$ cat src/rtl/ea_sequencer_pkg.sv
// Shared definitions for the PDP-8 effective-address sequencer: opcodes,
// IR field positions and the sequencer state encoding.
package ea_sequencer_pkg;

    localparam logic [2:0] OP_AND = 3'd0;
    localparam logic [2:0] OP_TAD = 3'd1;
    localparam logic [2:0] OP_ISZ = 3'd2;
    localparam logic [2:0] OP_DCA = 3'd3;
    localparam logic [2:0] OP_JMS = 3'd4;
    localparam logic [2:0] OP_JMP = 3'd5;
    localparam logic [2:0] OP_IOT = 3'd6;
    localparam logic [2:0] OP_OPR = 3'd7;

    localparam int OPC_MSB  = 11;
    localparam int OPC_LSB  = 9;
    localparam int IND_BIT  = 8;
    localparam int PAGE_BIT = 7;

    typedef enum logic [1:0] {
        IDLE = 2'd0,
        IRD  = 2'd1,
        AIW  = 2'd2,
        FIN  = 2'd3
    } state_t;

    // Memory-reference instructions are every opcode up to and including JMP.
    function automatic logic is_mri(input logic [2:0] opc);
        return opc <= OP_JMP;
    endfunction

endpackage

$ cat src/rtl/ea_sequencer_ea_calc.sv
// Combinational direct-address formation and auto-index range detection,
// using the same IR field split as the instruction decoder.
module ea_calc
    import ea_sequencer_pkg::*;
#(
    parameter logic [11:0] AUTOIDX_LO = 12'o0010,
    parameter logic [11:0] AUTOIDX_HI = 12'o0017
) (
    input  logic [11:0] ir,
    input  logic [11:0] pc,
    output logic [11:0] da,
    output logic        mri,
    output logic        ind,
    output logic        autoidx
);

    logic unused_pc_offset;

    always_comb begin
        mri     = is_mri(ir[OPC_MSB:OPC_LSB]);
        ind     = ir[IND_BIT];
        da      = ir[PAGE_BIT] ? {pc[11:7], ir[6:0]} : {5'b0, ir[6:0]};
        // Decided on the formed address, so a current-page reference from page 0 can auto-index.
        autoidx = (da >= AUTOIDX_LO) && (da <= AUTOIDX_HI);
    end

    // Only the page number of the PC takes part in address formation.
    assign unused_pc_offset = ^pc[6:0];

endmodule

$ cat src/rtl/ea_sequencer.sv
// Resolves the operand address of a PDP-8 MRI, including the indirect read
// and the auto-index read-modify-write, over the shared memory port.
//
// state | meaning
// IDLE  | waiting for START
// IRD   | reading the indirect pointer at DA
// AIW   | writing the incremented pointer back to DA
// FIN   | DONE pulse, EA/EA_VALID just updated
module ea_sequencer
    import ea_sequencer_pkg::*;
#(
    parameter logic [11:0] AUTOIDX_LO = 12'o0010,
    parameter logic [11:0] AUTOIDX_HI = 12'o0017
) (
    input  logic        CLK,
    input  logic        RESET_N,
    input  logic        START,
    input  logic [11:0] IR,
    input  logic [11:0] PCLATCHED,
    output logic [11:0] MADDR,
    output logic        MRD,
    output logic        MWR,
    output logic [11:0] MWDATA,
    input  logic [11:0] MRDATA,
    input  logic        MACK,
    output logic [11:0] EA,
    output logic        EA_VALID,
    output logic        DONE,
    output logic        BUSY
);

    state_t      state, next_state;
    logic [11:0] ir_q, pc_q;
    logic [11:0] ir_sel, pc_sel;
    logic [11:0] da;
    logic        mri, ind, autoidx;

    logic        mrd_d, mwr_d, done_d, ea_valid_d;
    logic [11:0] maddr_d, mwdata_d, ea_d;

    // In IDLE the live inputs are decoded so the first request can issue on the START edge.
    assign ir_sel = (state == IDLE) ? IR        : ir_q;
    assign pc_sel = (state == IDLE) ? PCLATCHED : pc_q;

    ea_calc #(
        .AUTOIDX_LO (AUTOIDX_LO),
        .AUTOIDX_HI (AUTOIDX_HI)
    ) u_ea_calc (
        .ir      (ir_sel),
        .pc      (pc_sel),
        .da      (da),
        .mri     (mri),
        .ind     (ind),
        .autoidx (autoidx)
    );

    always_ff @(posedge CLK or negedge RESET_N) begin
        if (!RESET_N) begin
            state <= IDLE;
            ir_q  <= '0;
            pc_q  <= '0;
        end else begin
            state <= next_state;
            if (state == IDLE && START) begin
                ir_q <= IR;
                pc_q <= PCLATCHED;
            end
        end
    end

    always_comb begin
        next_state = state;
        case (state)
            IDLE: if (START) next_state = (mri && ind) ? IRD : FIN;
            IRD:  if (MACK)  next_state = autoidx ? AIW : FIN;
            AIW:  if (MACK)  next_state = FIN;
            FIN:             next_state = IDLE;
            default:         next_state = IDLE;
        endcase
    end

    always_comb begin
        mrd_d      = (next_state == IRD);
        mwr_d      = (next_state == AIW);
        done_d     = (next_state == FIN);
        maddr_d    = MADDR;
        mwdata_d   = MWDATA;
        ea_d       = EA;
        ea_valid_d = EA_VALID;
        if (next_state == IRD || next_state == AIW) maddr_d = da;
        case (state)
            IDLE: begin
                if (START) begin
                    ea_valid_d = 1'b0;
                    if (mri && !ind) begin
                        ea_d       = da;
                        ea_valid_d = 1'b1;
                    end
                end
            end
            IRD: begin
                if (MACK) begin
                    if (autoidx) begin
                        mwdata_d = MRDATA + 12'd1;
                    end else begin
                        ea_d       = MRDATA;
                        ea_valid_d = 1'b1;
                    end
                end
            end
            AIW: begin
                if (MACK) begin
                    ea_d       = MWDATA;
                    ea_valid_d = 1'b1;
                end
            end
            default: ;
        endcase
    end

    always_ff @(posedge CLK or negedge RESET_N) begin
        if (!RESET_N) begin
            MRD      <= 1'b0;
            MWR      <= 1'b0;
            DONE     <= 1'b0;
            MADDR    <= '0;
            MWDATA   <= '0;
            EA       <= '0;
            EA_VALID <= 1'b0;
        end else begin
            MRD      <= mrd_d;
            MWR      <= mwr_d;
            DONE     <= done_d;
            MADDR    <= maddr_d;
            MWDATA   <= mwdata_d;
            EA       <= ea_d;
            EA_VALID <= ea_valid_d;
        end
    end

    assign BUSY = (state != IDLE);

endmodule

$ cat config.mk
export PLATFORM = sky130hd
export DESIGN_NAME = ea_sequencer
export DESIGN_NICKNAME = d
export VERILOG_FILES = /design/src/rtl/ea_sequencer_pkg.sv /design/src/rtl/ea_sequencer_ea_calc.sv /design/src/rtl/ea_sequencer.sv
export SDC_FILE = /design/constraint.sdc
export NUM_CORES = 1
export LEC_CHECK = 0
export CAP_MARGIN = 0
export CORE_ASPECT_RATIO = 0.5
export CORE_MARGIN = 2
export CORE_UTILIZATION = 52
export DETAILED_ROUTE_END_ITERATION = 8
export GPL_ROUTABILITY_DRIVEN = 1
export PLACE_DENSITY = 0.85
export SYNTH_ARGS = -nofsm -noshare
export SYNTH_HDL_FRONTEND = slang
export SYNTH_SLANG_ARGS = --single-unit
$ cat constraint.sdc
create_clock -name CLK -period 8.7 [get_ports CLK]
set_input_delay 1.74 -clock CLK [delete_from_list [all_inputs] [get_ports CLK]]
set_output_delay 1.74 -clock CLK [all_outputs]
set_load 0.02 [all_outputs]
=== Yosys cells after proc, flatten, opt, wreduce, memory -nomap -nowiden ===
Cells that the tools add are included.

* Output and inout bits: 41
* Word-level logic and storage cells: 58
* Bits in registers: 66

* Add/subtract/negate cells: 1
* Order comparisons: 3
* Equality and inequality tests: 11
* Reductions and logical operators: 12
* Muxes and demuxes: 21

{| class="wikitable"
|+ Operator list
! operator !! number
|-
| 2-to-1 mux 12 bit || 8
|-
| one-hot mux 12 bit (3 select lines) || 1
|-
| adder 12 x 1 -> 12 bit (second input constant) || 1
|-
| >= comparator 12 x 4 -> 1 bit (second input constant) || 1
|-
| <= comparator 12 x 4 -> 1 bit (second input constant) || 1
|-
| == test 2 bit (second input constant) || 4
|-
| 2-to-1 mux 2 bit || 4
|-
| inequality test 2 bit (second input constant) || 4
|-
| one-hot mux 2 bit (4 select lines) || 1
|-
| 2-to-1 mux 1 bit || 6
|-
| AND reduction 6 bit || 1
|-
| AND reduction 5 bit || 1
|-
| == test 2 x 1 -> 1 bit (second input constant) || 2
|-
| logical AND 1 bit || 4
|-
| <= comparator 3 bit (second input constant) || 1
|-
| one-hot mux 1 bit (3 select lines) || 1
|-
| AND reduction 3 bit || 1
|-
| nonzero test 3 bit || 1
|-
| zero test 2 bit || 1
|-
| inequality test 2 x 1 -> 1 bit (second input constant) || 1
|-
| nonzero test 2 bit || 1
|-
| zero test 1 bit || 1
|-
| logical OR 1 bit || 1
|}

=== Logic depth before layout (Yosys ltp) ===
Gate-level depths: netlist of run 1.

* Depth after elaboration: 10
* Mapped depth: 11
* Mapped depth without buffers: 9

=== Cells and area by module ===
Synthesis of run 1 repeated with hierarchy kept, for this count alone.

* Cells, all modules: 289
* Area, all modules: 3452.1 um^2

{| class="wikitable"
|+ Modules (own cells, without submodules)
! module !! area an instance (um^2) !! times used !! cells each
|-
| ea_sequencer || 3325.7 || 1 || 272
|-
| ea_calc || 126.4 || 1 || 17
|}

=== Worst setup path after synthesis of run 1 ===
Ideal clock, no wire load.

* Path kind: input port to flip-flop
* From: in IR[6]
* To: reg MADDR[0]
* Arrival: 3890 ps
* Setup time: 125 ps
* Required time: 8575 ps
* Stages: 8
* Buffers on the path: 1
* Slack: 4686 ps
* Cells stage by stage: mux2_2 > or2_1 > nor4_4 > nand2_1 > a221oi_1 > ha_1 > buf_1 > mux2_2

* Longest elaborated chain between the ends: 9
* Elaborated cells between the ends (all ways): 11
* Those cells by class: order compare (2); eq/ne (2); mux (5); reduce/logical (2)

{| class="wikitable"
|+ RTL lines
! what !! line !! source
|-
| start: declaration || ea_sequencer.sv:18 || <nowiki>input logic [11:0] IR,</nowiki>
|-
| 2-to-1 mux 12 bit (*) || ea_sequencer.sv:42 || <nowiki>assign ir_sel = (state == IDLE) ? IR : ir_q;</nowiki>
|-
| 2-to-1 mux 12 bit (*) || ea_sequencer_ea_calc.sv:22 || <nowiki>da = ir[PAGE_BIT] ? {pc[11:7], ir[6:0]} : {5'b0, ir[6:0]};</nowiki>
|-
| >= comparator 12 x 4 -> 1 bit or <= comparator 12 x 4 -> 1 bit (tied branches) || ea_sequencer_ea_calc.sv:24 || <nowiki>autoidx = (da >= AUTOIDX_LO) && (da <= AUTOIDX_HI);</nowiki>
|-
| logical AND 1 bit (*) || ea_sequencer_ea_calc.sv:24 ||
|-
| 2-to-1 mux 1 bit (*) || ea_sequencer.sv:75 || <nowiki>IRD: if (MACK) next_state = autoidx ? AIW : FIN;</nowiki>
|-
| 2-to-1 mux 2 bit (*) || ea_sequencer.sv:75 ||
|-
| one-hot mux 2 bit (4 select lines) (*) || ea_sequencer.sv:73 || <nowiki>case (state)</nowiki>
|-
| == test 2 x 1 -> 1 bit or == test 2 bit (tied branches) || ea_sequencer.sv:90 || <nowiki>if (next_state == IRD || next_state == AIW) maddr_d = da;</nowiki>
|-
| logical OR 1 bit (*) || ea_sequencer.sv:90 ||
|-
| end signal: assignment || ea_sequencer.sv:134 || <nowiki>MADDR <= maddr_d;</nowiki>
|-
| end: declaration || ea_sequencer.sv:20 || <nowiki>output logic [11:0] MADDR,</nowiki>
|}

Every way passes the cells marked *; elsewhere a longest branch is shown, timed or not.
A chain may end at the register's enable or synchronous reset.

=== Worst setup path after layout of run 1 ===
* From: in IR[6]
* To: reg MADDR[5]

Same word-level chain as after synthesis.

==> results of run 1 <==
-- power by group --
| part | total [mW] | internal [mW] | switching (mW) |
|---|---|---|---|
| Sequential | 0.503 | 0.412 | 0.0911 |
| Combinational | 1.06 | 0.546 | 0.516 |
| Clock | 0.345 | 0.232 | 0.113 |
| Total | 1.91 | 1.19 | 0.720 |
-- through the flow --
stage	hold WS (ns)	worst slack (ns)	instance area, um^2	power [mW]	std cells
2_1_floorplan	0.475	4.69	3030	1.21	247
3_3_place_gp	0.484	4.11	3790	1.51	382
3_5_place_dp	0.492	4.08	3790	1.55	382
4_1_cts	0.504	4.39	4080	1.91	396
5_1_grt	0.521	4.24	4080	2.01	396
6_report	0.499	4.39	4080	1.91	396
-- final timing paths --
path,from,end,cells after the start
max in group asynchronous,RESET_N,MWDATA[7],2
worst min register to register,ir_q[1],ir_q[1],1
min in group asynchronous,RESET_N,pc_q[11],2
worst min-delay path,ir_q[1],ir_q[1],1
worst max register to register,state[0],MADDR[5],9
worst max-delay path,IR[6],MADDR[5],8
-- worst reg2reg max path, stage by stage (launching register included) --
cell and delay, ns:
dfrtp_1 0.43, inv_1 0.13, ha_1 0.76, mux2_2 0.47, or2_1 0.29, nor4_4 0.39
nand2_1 0.12, a221oi_1 0.28, ha_1 0.56, mux2_2 0.42
-- routing by layer --
layer / global-route usage (%) / routed length [um] / part of all wire (%)
met5: 0 / 0 / 0
met4: 9.76 / 115 / 1.6
met3: 6.28 / 494 / 6.7
met2: 38.9 / 3470 / 47
met1: 31.7 / 3250 / 44
-- final cells by class --
cell class | count | area, um^2 | area share, %
Inverter | 8 | 30.0 | 0.736
Tap cell | 73 | 91.3 | 2.24
Sequential cell | 58 | 1450 | 35.6
Multi-Input combinational cell | 169 | 1490 | 36.4
Clock inverter | 3 | 40.0 | 0.981
Clock buffer | 11 | 253 | 6.19
Timing Repair Buffer | 74 | 731 | 17.9
-- state kept, by name, summed over array words and instances, names as in the netlist --
name / count
ir_q: 11
DONE: 1
MADDR: 12
pc_q: 5
MRD: 1
MWR: 1
EA_VALID: 1
state: 2
EA: 12
MWDATA: 12
-- placed cells by master (no fill, tap or decap), types with 3 or more instances in the layout --
| master | netlist | final |
|---|---|---|
| and3_1 | 5 | 5 |
| nand2_1 | 6 | 6 |
| mux2_2 | 39 | 39 |
| clkbuf_16 | 0 | 9 |
| a22oi_1 | 11 | 11 |
| nor2_1 | 20 | 20 |
| dfrtp_1 | 58 | 58 |
| ha_1 | 9 | 9 |
| a21oi_1 | 14 | 14 |
| xnor2_1 | 3 | 3 |
| inv_1 | 8 | 8 |
| a32o_1 | 3 | 3 |
| clkdlybuf4s50_1 | 0 | 71 |
| xor2_1 | 7 | 7 |
| mux2_4 | 19 | 19 |
| a221oi_1 | 4 | 4 |
| nand3_1 | 6 | 6 |
| o21ai_0 | 3 | 3 |
-- logic make-up after synthesis --
logic type               after synthesis
multiplexers                          60
flip-flops                            58
AND/OR/NAND/NOR                       50
AO/OA/AOI/OAI                         40
buffers and inverters                 20
XOR/XNOR                              10
adder cells (fa/ha/maj)                9
==> summary.md, run 1 <==
| Metric | Value |
|---|---|
| Outcome | finished, final reports clean |
| Proportion of register bits with asynchronous set or reset after synthesis | 100% |
| Maximum achievable frequency | between 200 and 250 MHz |
| Number of synthesized register bits | just under 60 |
| Slowest cell on crit path | ha_1 |
| Number of flops mapped to enable cells by yosys | 0 |
| Critical path's top delay family | simple AND/OR/NAND/NOR gates |
| TritonCTS clock tree | yes |
| Number of buffers created by CTS | 9 |
| Slew @ Worst Pin | between 0.9 and 1 ns |
| Total DRC errors in the routed layout | 0 |
| Count of nets after finishing | 369 |
| Most frequent cells after synthesis | dfrtp_1, mux2_2, nor2_1 |
| Distinct cell type count after synthesis | 37 |
| Global router's overall resource usage | about a quarter |
| Die Wd | approximately 110 um |
| Clock sink count | 58 |
| Area of the core region | between 0.005 and 0.006 mm^2 |
| Fraction of the mapped netlist area in adder cells | 3.72% |
| Post-route clock period utilization | about half |
| Mean Syn Cell Area | around 12 um^2 |
| Final routed wire length divided by cell count | 18.5 um |
| Simple-gate share of the synthesized area | 8.67% |
| Setup repair after global routing missed its margin | no |
| Number of input and output port buffers inserted | between 70 and 80 |
| Area of the mapped netlist | 0.00303 mm^2 |
| Final-report max-slew violation count | 0 |
| CTS H-Tree Depth | 3 |
| Leak pwr | 1.82 nW |
| Net count after synthesis | 296 |
| Synth Area in Compound Gates | under 10% |
| Share of Yosys cell area claimed by the top area cell type | between 40% and 50% |
| Crit start category | input pin |
| Largest buffer count on any clock path | 2 |
| Gpl congestion | 0.891 |
| Required time of the critical path | around 8.9 ns |
| Reported max-cap violation count | 0 |
| Die area | 0.00649 mm^2 |
| Number of global-route vias before repair | approximately 2,300 |
| Critical setup path kind | in2reg |
| Ys flop type | dfrtp_1 |
| Quantity of gates resized following cts | 0 |
| Number of placement rows | 19 |
| CP Cell Sequence | clkdlybuf4s50_1 -> mux2_2 -> or2_1 -> nor4_4 -> nand2_1 -> a221oi_1 -> ha_1 -> mux2_2 |
| Number of fill cells | 380 |
| Slowest cell delay on critical path | 0.56 ns |
| Final setup violation count | 0 |
| Shortest clock period the worst path allows after layout | 4.31 ns |
| Clk root buf | clkbuf_16 |
| Worst R2R Setup Slack | ~4.7 ns |
| Later-pin clock latency in the skew report | 0.32 ns |
| Pwr Density | roughly 470 mW/mm^2 |
| Hold-fix buffers, CTS | 0 |
| Combinational family with the most area after synthesis | multiplexers |
| Endpoint kind of the worst setup timing path | flop |
| Library cell occupying the most area in the post-synthesis netlist | dfrtp_1 |
| Overflow after GRT | 0 |
| Top-level port count | 81 |
| Number of buffer and inverter stages on the critical path | 1 |
| Drt pass-1 iters | 4 |
| Via count | 2,241 |
| Share of post-route cells with drive strength above 1 | 24.8% |
| Clock-pin slew of the registers on the worst-case setup and hold paths | roughly 0.050 ns |
| Cell with the most instances after synthesis | dfrtp_1 |
| Largest cells by area after synthesis | dfrtp_1, mux2_2, mux2_4 |
| Number of antenna repair diodes | 0 |
| ANT nets after route | 0 |
| Area Overhead vs Synth | 34.7% |
| Routed vias/inst | around 5.7 |
| Slew headroom | ~40% |
| Post-synthesis sequential area ratio | 47.9% |
| Buffer count from post-CTS setup fixing | 0 |
| XOR/XNOR Fraction of Synth Area | roughly 2.9% |
| Worst path arrival time | 4.52 ns |
| Die Span Y | 58.0 um |
| Count of warnings emitted by yosys | 0 |
| Routed wire length | 7330 um |
| Initial Util | approximately 55% |
| Min-delay worst type | reg2reg |
| Largest voltage drop on the vdd net | about 0.00023 V |
| First-iteration detailed-routing DRC count | a little over 100 |
| Number of hold violations in the final report | 0 |
| Mux cell area share after synthesis | between 20% and 30% |
| Critical Path Fanout Max | 12 |
| Setup Skew | approximately 0.0047 ns |
| Number of antenna violations at the first check in global routing | 0 |
| Most common cell type on the critical path | mux2_2 |
| Maximum number of pins on one net before global-route repair | a little under 60 |
| Final core area utilization | between 70% and 80% |
| First-pass GRT wire length | between 10,000 and 15,000 um |
| Setup TNS | 0 ns |
| Post-DP HPWL | slightly above 5000 um |
| Post-Synthesis Cells | 247 |
Power figures use the tool's default switching activity.
==> inputs of run 2 (changes only) <==
--- a/config.mk
+++ b/config.mk
@@ -8,10 +8,10 @@
 export CAP_MARGIN = 0
 export CORE_ASPECT_RATIO = 0.5
 export CORE_MARGIN = 2
-export CORE_UTILIZATION = 52
+export CORE_UTILIZATION = 49
 export DETAILED_ROUTE_END_ITERATION = 8
 export GPL_ROUTABILITY_DRIVEN = 1
-export PLACE_DENSITY = 0.85
+export PLACE_DENSITY = 0.81
 export SYNTH_ARGS = -nofsm -noshare
 export SYNTH_HDL_FRONTEND = slang
 export SYNTH_SLANG_ARGS = --single-unit
==> constraint.sdc (replaced) <==
create_clock -name CLK -period 4.2 [get_ports CLK]
set_input_delay 0.84 -clock CLK [delete_from_list [all_inputs] [get_ports CLK]]
set_output_delay 0.84 -clock CLK [all_outputs]
set_load 0.02 [all_outputs]
==> run 2 against run 1 <==
Non-clock buffer count up 3. Utilization down 5.1 points. Final cell count up 5.1%. Total power up 110%. Flip-flop and latch count unchanged. Hold slack worse by 0.0010 ns. Largest cell class unchanged.
==> summary.md, run 2 (synthesized netlist as in run 1, its figures left out) <==
| Metric | Value |
|---|---|
| Metal1 wirelength | 3470 um (+7.0%) |
| Number of cells on the worst reg-to-reg path | 9 (unchanged) |
| Top library cells by usage in the layout, fill and taps aside | clkdlybuf4s50_1, dfrtp_1, mux2_2, nor2_1, mux2_4 |
| Met2 routed WL | 3560 um (+2.4%) |
| Number of global-route vias before repair | 2,285 (unchanged) |
| Outcome | finished, final reports clean |
| Final-report max-slew violation count | 0 (unchanged) |
| Area occupied by multi-input gates | 0.00149 mm^2 (unchanged) |
| Number of antenna repair diodes | 0 (unchanged) |
| Die area | 0.00687 mm^2 (+5.8%) |
| Later-pin clock latency in the skew report | 0.33 ns (about the same) |
| ANT nets after route | 0 (unchanged) |
| Number of buffers created by CTS | 9 (unchanged) |
| Comb pwr share | 55.7% (about the same) |
| Routed met3 length | 433 um (-12%) |
| Number of placement rows | 20 (+1) |
| Number of antenna violations at the first check in global routing | 0 (unchanged) |
| Overall power consumption | 4.01 mW (+110%) |
| Maximum number of pins on one net before global-route repair | 37 (-37%) |
| Pwr Density | 969 mW/mm^2 (+110%) |
| Final cell count without fillers | 416 (+5.1%) |
| Worst hold path startpoint | ir_q[4] |
| Global router's overall resource usage | 23.9% (-0.12 points) |
| Drt pass-1 iters | 5 (+1) |
| Power dissipated by switching net loads | 1.52 mW (+110%) |
| Clock sink count | 58 (unchanged) |
| Largest voltage drop on the vdd net | 0.000341 V (+51%) |
| Critical setup path kind | reg2reg |
| Flop pwr share | 25.9% (-0.4 points) |
| Endpoint kind of the worst setup timing path | flop |
| Critical Path Fanout Max | 12 (unchanged) |
| Required time of the critical path | 4.41 ns (-4.49 ns) |
| Buffer count from post-CTS setup fixing | 0 (unchanged) |
| Min-delay worst type | reg2reg |
| Final core area utilization | 68.6% (-5.1 points) |
| Leak pwr | 1.84 nW (+1.0%) |
| CTS H-Tree Depth | 3 (unchanged) |
| Setup repair after global routing missed its margin | no |
| First-pass GRT wire length | 12,000 um (+2.7%) |
| Number of input and output port buffers inserted | 72 (unchanged) |
| Uppermost layer routed | met4 |
| Overflow after GRT | 0 (unchanged) |
| Regs by FF count | EA: 12 flops, MADDR: 12 flops, MWDATA: 12 flops |
| Total DRC errors in the routed layout | 0 (unchanged) |
| Crit start category | flop |
| Die Span Y | 59.6 um (+2.8%) |
| Area Overhead vs Synth | 36.5% |
| Register cell area after layout | 0.00145 mm^2 (unchanged) |
| Routed vias/inst | 5.46 (-3.5%) |
| Count of nets after finishing | 372 (+0.81%) |
| Slew @ Worst Pin | 0.803 ns (-0.0999 ns) |
| Slew headroom | 46.5% (+6.7 points) |
| Worst Hold Endpoint | ir_q[4] |
| Endpoint of the lowest-slack register-to-register path | MADDR[8] |
| Largest buffer count on any clock path | 2 (unchanged) |
| Gpl congestion | 0.859 (-3.6%) |
| Hold-fix buffers, CTS | 0 (unchanged) |
| Number of fill cells | 421 (+11%) |
| Power Internal | 2.49 mW (+110%) |
| Shortest clock period the worst path allows after layout | around 3.7 ns |
| Setup TNS | 0 ns (unchanged) |
| Post-DP HPWL | 5330 um (+3.6%) |
| Share of post-route cells with drive strength above 1 | 25.9% (+1.1 points) |
| Routed wire length | 7550 um (+3.0%) |
| Cell depth of the worst hold path | 1 (unchanged) |
| Number of hold violations in the final report | 0 (unchanged) |
| First-iteration detailed-routing DRC count | 141 (+40%) |
| Worst R2R Setup Slack | 0.53 ns (-4.20 ns) |
| Clk root buf | clkbuf_16 |
| Final routed wire length divided by cell count | 18.1 um (-2.0%) |
| Area of the core region | 0.00603 mm^2 (+8.9%) |
| Commonest non-fill, non-tap cell in the layout | clkdlybuf4s50_1 |
| Post-route clock period utilization | a little under 90% |
| Proportion of total power due to net switching | 37.9% (+0.20 points) |
| Setup Skew | 0.00552 ns (+0.000816 ns) |
| Power share of the clock group | 18.4% (+0.3 points) |
| Die Wd | 115 um (+2.9%) |
| Worst path arrival time | 3.87 ns (-0.65 ns) |
| Final setup violation count | 0 (unchanged) |
| Initial Util | 50.2% (-4.5 points) |
| Clock-pin slew of the registers on the worst-case setup and hold paths | 0.05 ns (about the same) |
| Maximum achievable frequency | approximately 270 MHz |
| R2r startpoint | state[0] |
| Quantity of gates resized following cts | 0 (unchanged) |
| Via count | 2,271 (+1.3%) |
| Top-level port count | 81 (unchanged) |
| Placed Cells incl. Taps | 400 (+4.7%) |
| Post-route worst hold slack | 0.498 ns (-0.00102 ns) |
| Reported max-cap violation count | 0 (unchanged) |
| TritonCTS clock tree | yes |
## run 2: cell count changes in the layout (fill, tap and decap cells not counted), sizes merged
cell and delta:
buf +3, clkinv +1, clkinvlp +1
## run 2: per-stage QoR
step | area [um^2] | worst slack [ns]
after floorplan | 3030 | 1.09
after global placement | 3830 | 0.506
after detailed placement | 3830 | 0.366
after CTS | 4140 | 0.585
after global routing | 4140 | 0.355
final | 4140 | 0.533
## run 2: area by class of cell
cell class | count | share of cell area, %
Clock buffer | 11 | 6.11
Clock inverter | 5 | 1.27
Inverter | 8 | 0.726
Multi-Input combinational cell | 169 | 35.9
Sequential cell | 58 | 35.1
Tap cell | 88 | 2.66
Timing Repair Buffer | 77 | 18.2
## run 2: power by group through the flow
stage	logic, mW	clock network (mW)	registers [mW]
4_1_cts	2.23	0.747	1.03
6_report	2.23	0.738	1.04
2_1_floorplan	1.28	0	1.22
5_1_grt	2.38	0.776	1.07
3_3_place_gp	2.14	0	1.02
3_5_place_dp	2.20	0	1.03
## run 2: worst max-delay path by stage
stage | cells after the start | from | slack, ns | to
final | 9 | state[0] | 0.53 | MADDR[8]
after global routing | 10 | state[0] | 0.35 | MADDR[8]
after CTS | 9 | state[0] | 0.59 | MADDR[8]
after detailed placement | 8 | IR[6] | 0.37 | MADDR[8]
after global placement | 8 | IR[6] | 0.51 | MADDR[3]
after floorplan | 8 | IR[6] | 1.09 | MADDR[0]
## run 2: routing by layer
metal | GRT usage [%] | vias up
li1 | - | 1044
met1 | 31.5 | 1143
met2 | 38.7 | 77
met3 | 6.75 | 7
met4 | 7.75 | 0
met5 | 0 | -
## run 2: worst max-delay path, stage by stage, from the launching register on
cell      delay (ns)
dfrtp_1         0.43
inv_1           0.14
ha_1            0.40
mux2_2          0.42
or2_1           0.28
nor4_4          0.40
nand2_1         0.15
a221oi_1        0.32
ha_1            0.59
mux2_2          0.41
==> inputs of run 3 (changes only) <==
--- a/config.mk
+++ b/config.mk
@@ -5,6 +5,7 @@
 export SDC_FILE = /design/constraint.sdc
 export NUM_CORES = 1
 export LEC_CHECK = 0
+export ABC_AREA = 1
 export CAP_MARGIN = 0
 export CORE_ASPECT_RATIO = 0.5
 export CORE_MARGIN = 2
==> run 3 against run 2 <==
Final area fell by 1.3%. Die area rose by 0.23%. Final cell count rose by 30%. Clock power fell by 7.5%. Hold slack got worse by 0.034 ns. Largest cell class is now registers. Critical path type unchanged. Total power fell by 13%. Count of clock-buffer cells in the layout rose by 3. Via count rose by 24%. Wire length rose by 1.2%. Non-clock buffer count did not move. Critical path depth rose by 5. Largest power group unchanged.
==> summary.md, run 3 <==
| Metric | Value |
|---|---|
| Outcome | finished, final reports clean |
| CP Cell Sequence | inv_1 -> ha_1 -> buf_4 -> nand2_1 -> nand2_1 -> nand2_1 -> nand2_1 -> nor2_4 -> nand3_1 -> nand2_1 -> nand2_1 -> o21ai_0 -> ha_1 -> mux2_2 |
| Slowest cell on crit path | ha_1 |
| Power share of the clock group | 19.6% (+1.2 points) |
| Final cell count without fillers | 541 (+30%) |
| Post-DP HPWL | 5360 um (+0.46%) |
| Setup repair after global routing missed its margin | no |
| Proportion of total power due to net switching | 43.8% (+5.9 points) |
| Flop pwr share | 27.0% (+1.1 points) |
| Worst hold path startpoint | EA[3] |
| Global router's overall resource usage | 23.2% (-0.68 points) |
| Final routed wire length divided by cell count | 14.1 um (-22%) |
| R2r startpoint | state[0] |
| Number of placement rows | 20 (unchanged) |
| Endpoint of the lowest-slack register-to-register path | MADDR[5] |
| Final setup violation count | 0 (unchanged) |
| Share of Yosys cell area claimed by the top area cell type | 47.8% (-0.12 points) |
| Min-delay worst type | reg2reg |
| Largest buffer count on any clock path | 2 (unchanged) |
| Most common cell type on the critical path | nand2_1 |
| Largest voltage drop on the vdd net | 0.000362 V (+6.3%) |
| Area of the core region | 0.00603 mm^2 (unchanged) |
| Quantity of gates resized following cts | 0 (unchanged) |
| Proportion of register bits with asynchronous set or reset after synthesis | 100% (unchanged) |
| Placed Cells incl. Taps | 525 (+31%) |
| Worst path arrival time | 3.53 ns (-0.34 ns) |
| Number of input and output port buffers inserted | 72 (unchanged) |
| Post-layout instance area | 0.00408 mm^2 (-1.3%) |
| Number of antenna violations at the first check in global routing | 0 (unchanged) |
| Setup TNS | 0 ns (unchanged) |
| Top library cells by usage in the layout, fill and taps aside | nand2_1, clkdlybuf4s50_1, dfrtp_1, o21ai_0, nor2_1 |
| TritonCTS clock tree | yes |
| Library cell occupying the most area in the post-synthesis netlist | dfrtp_1 |
| Count of nets after finishing | 497 (+34%) |
| Routed vias/inst | 5.20 (-4.8%) |
| Slew headroom | 54.5% (+8.0 points) |
| Endpoint kind of the worst setup timing path | flop |
| Later-pin clock latency in the skew report | 0.33 ns (about the same) |
| Placed Instance Area | 0.00380 mm^2 (-0.82%) |
| Slew @ Worst Pin | 0.682 ns (-0.121 ns) |
| Cell depth of the worst hold path | 2 (+1) |
| ANT nets after route | 0 (unchanged) |
| Commonest non-fill, non-tap cell in the layout | nand2_1 |
| Crit start category | flop |
| First-iteration detailed-routing DRC count | 208 (+48%) |
| Number of cells on the worst reg-to-reg path | 14 (+5) |
| Power dissipated by switching net loads | 1.52 mW (+0.40%) |
| Number of buffers created by CTS | 9 (unchanged) |
| Die Wd | 115 um (+0.12%) |
| Post-route worst hold slack | 0.464 ns (-0.0345 ns) |
| Maximum achievable frequency | 301 MHz (+10%) |
| Distinct cell type count after synthesis | 30 (-19%) |
| Gpl congestion | 0.888 (+3.4%) |
| Clk root buf | clkbuf_16 |
| Count of warnings emitted by yosys | 0 (unchanged) |
| Clock sink count | 58 (unchanged) |
| Worst Hold Endpoint | EA[3] |
| Required time of the critical path | 4.41 ns (about the same) |
| CTS H-Tree Depth | 3 (unchanged) |
| Share of post-route cells with drive strength above 1 | 7.06% (-19 points) |
| Setup Skew | 0.00559 ns (+0.0000665 ns) |
| Overflow after GRT | 0 (unchanged) |
| Initial Util | 50.4% (+0.12 points) |
| Clock-pin slew of the registers on the worst-case setup and hold paths | 0.05 ns (about the same) |
| Final core area utilization | 67.7% (-0.87 points) |
| Number of hold violations in the final report | 0 (unchanged) |
| Critical Path Fanout Max | 21 (+9) |
| Area of the mapped netlist | 0.00304 mm^2 (+0.25%) |
| Mean Syn Cell Area | 8.01 um^2 (-35%) |
| Largest cells by area after synthesis | dfrtp_1, nand2_1, o21ai_0 |
| Post-synthesis sequential area ratio | 47.8% (-0.12 points) |
| Top-level port count | 81 (unchanged) |
| Pwr Density | 853 mW/mm^2 (-12%) |
| Comb pwr share | 53.4% (-2.3 points) |
| Number of synthesized register bits | 58 (unchanged) |
| Maximum number of pins on one net before global-route repair | 31 (-16%) |
| Most frequent cells after synthesis | nand2_1, dfrtp_1, o21ai_0 |
| Cell with the most instances after synthesis | nand2_1 |
| Number of global-route vias before repair | 2,587 (+13%) |
| Number of flops mapped to enable cells by yosys | 0 (unchanged) |
| Slowest cell delay on critical path | 0.70 ns (+0.11 ns) |
| First-pass GRT wire length | 12,100 um (+0.81%) |
| Regs by FF count | EA: 12 flops, MADDR: 12 flops, MWDATA: 12 flops |
| Leak pwr | 1.96 nW (+6.7%) |
| Worst R2R Setup Slack | 0.88 ns (+0.35 ns) |
| Area Overhead vs Synth | 34.4% |
| Drt pass-1 iters | 5 (unchanged) |
| Reported max-cap violation count | 0 (unchanged) |
| Number of antenna repair diodes | 0 (unchanged) |
| Total DRC errors in the routed layout | 0 (unchanged) |
| Shortest clock period the worst path allows after layout | 3.32 ns (-0.346 ns) |
| Net count after synthesis | 428 (+45%) |
| Final-report max-slew violation count | 0 (unchanged) |
| Via count | 2,813 (+24%) |
| Die area | 0.00688 mm^2 (+0.23%) |
| Ys flop type | dfrtp_1 |
| Post-route clock period utilization | 79.1% (-8.2 points) |
| Die Span Y | 59.7 um (+0.12%) |
| Post-Synthesis Cells | 379 (+53%) |
| Hold-fix buffers, CTS | 0 (unchanged) |
| Routed wire length | 7630 um (+1.2%) |
| Buffer count from post-CTS setup fixing | 0 (unchanged) |
| Power Internal | 1.96 mW (-21%) |
| Critical setup path kind | reg2reg |
[run 3: cell count changes after synthesis, moves of 10 or more]
cell	previous run	this run
a21oi_1	14	4
a22oi_1	11	1
inv_1	8	18
mux2_2	39	3
mux2_4	19	0
nand2_1	6	157
nand4_1	1	12
o21ai_0	3	27
o21ai_1	0	11
[run 3: kinds of logic after synthesis]
logic type / share of synthesized area (%)
compound gates: 10.3
xor+xnor: 2.88
fa+ha+maj: 3.71
buf+inv: 5.69
flops: 47.8
mux: 1.11
simple gates: 28.5
[run 3: power by group through the flow]
stage	combinational, mW	sequential [mW]	clock, mW
after detailed placement	1.83	0.943	0
after CTS	1.85	0.940	0.685
final	1.86	0.941	0.683
after floorplan	1.09	1.09	0
after global routing	2.06	0.965	0.713
after global placement	1.79	0.936	0
[run 3: worst max path at each step]
stage	from	end	slack, ns	cells past startpoint
after floorplan	state[0]	MADDR[5]	1.66	16
after global placement	START	MADDR[4]	0.75	9
final	state[0]	MADDR[5]	0.88	14
after detailed placement	START	MADDR[5]	0.72	9
after CTS	state[0]	MADDR[5]	0.89	14
after global routing	state[0]	MADDR[5]	0.59	14
[run 3: layout make-up]
type                            count  area [um^2]
Fill cell                         499         1950
Clock buffer                       14          274
Inverter                           19         71.3
Sequential cell                    58         1450
Clock inverter                      2         10.0
Multi-Input combinational cell    283         1410
Tap cell                           88          110
Timing Repair Buffer               77          753
[run 3: critical path: cells and delay by family, from the launching register on]
family,cells,cell delay (ns)
buffers and inverters,2,0.43
flip-flops,1,0.42
multiplexers,1,0.40
adder cells (fa/ha/maj),2,1.05
AND/OR/NAND/NOR,8,0.81
AO/OA/AOI/OAI,1,0.09
[run 3: per-stage QoR]
| step | setup slack, ns | total power [mW] |
|---|---|---|
| 3_5_place_dp | 0.717 | 2.77 |
| 3_3_place_gp | 0.747 | 2.72 |
| 2_1_floorplan | 1.66 | 2.18 |
| 6_report | 0.879 | 3.48 |
| 4_1_cts | 0.887 | 3.48 |
| 5_1_grt | 0.587 | 3.74 |
[run 3: layer usage]
layer | vias up | share of wire (%) | global-route usage, % | routed length (um)
li1 | 1365 | - | - | -
met1 | 1329 | 44 | 30.9 | 3390
met2 | 102 | 47 | 36.9 | 3590
met3 | 17 | 6.9 | 7.10 | 524
met4 | 0 | 1.7 | 7.40 | 132
met5 | - | 0 | 0 | 0
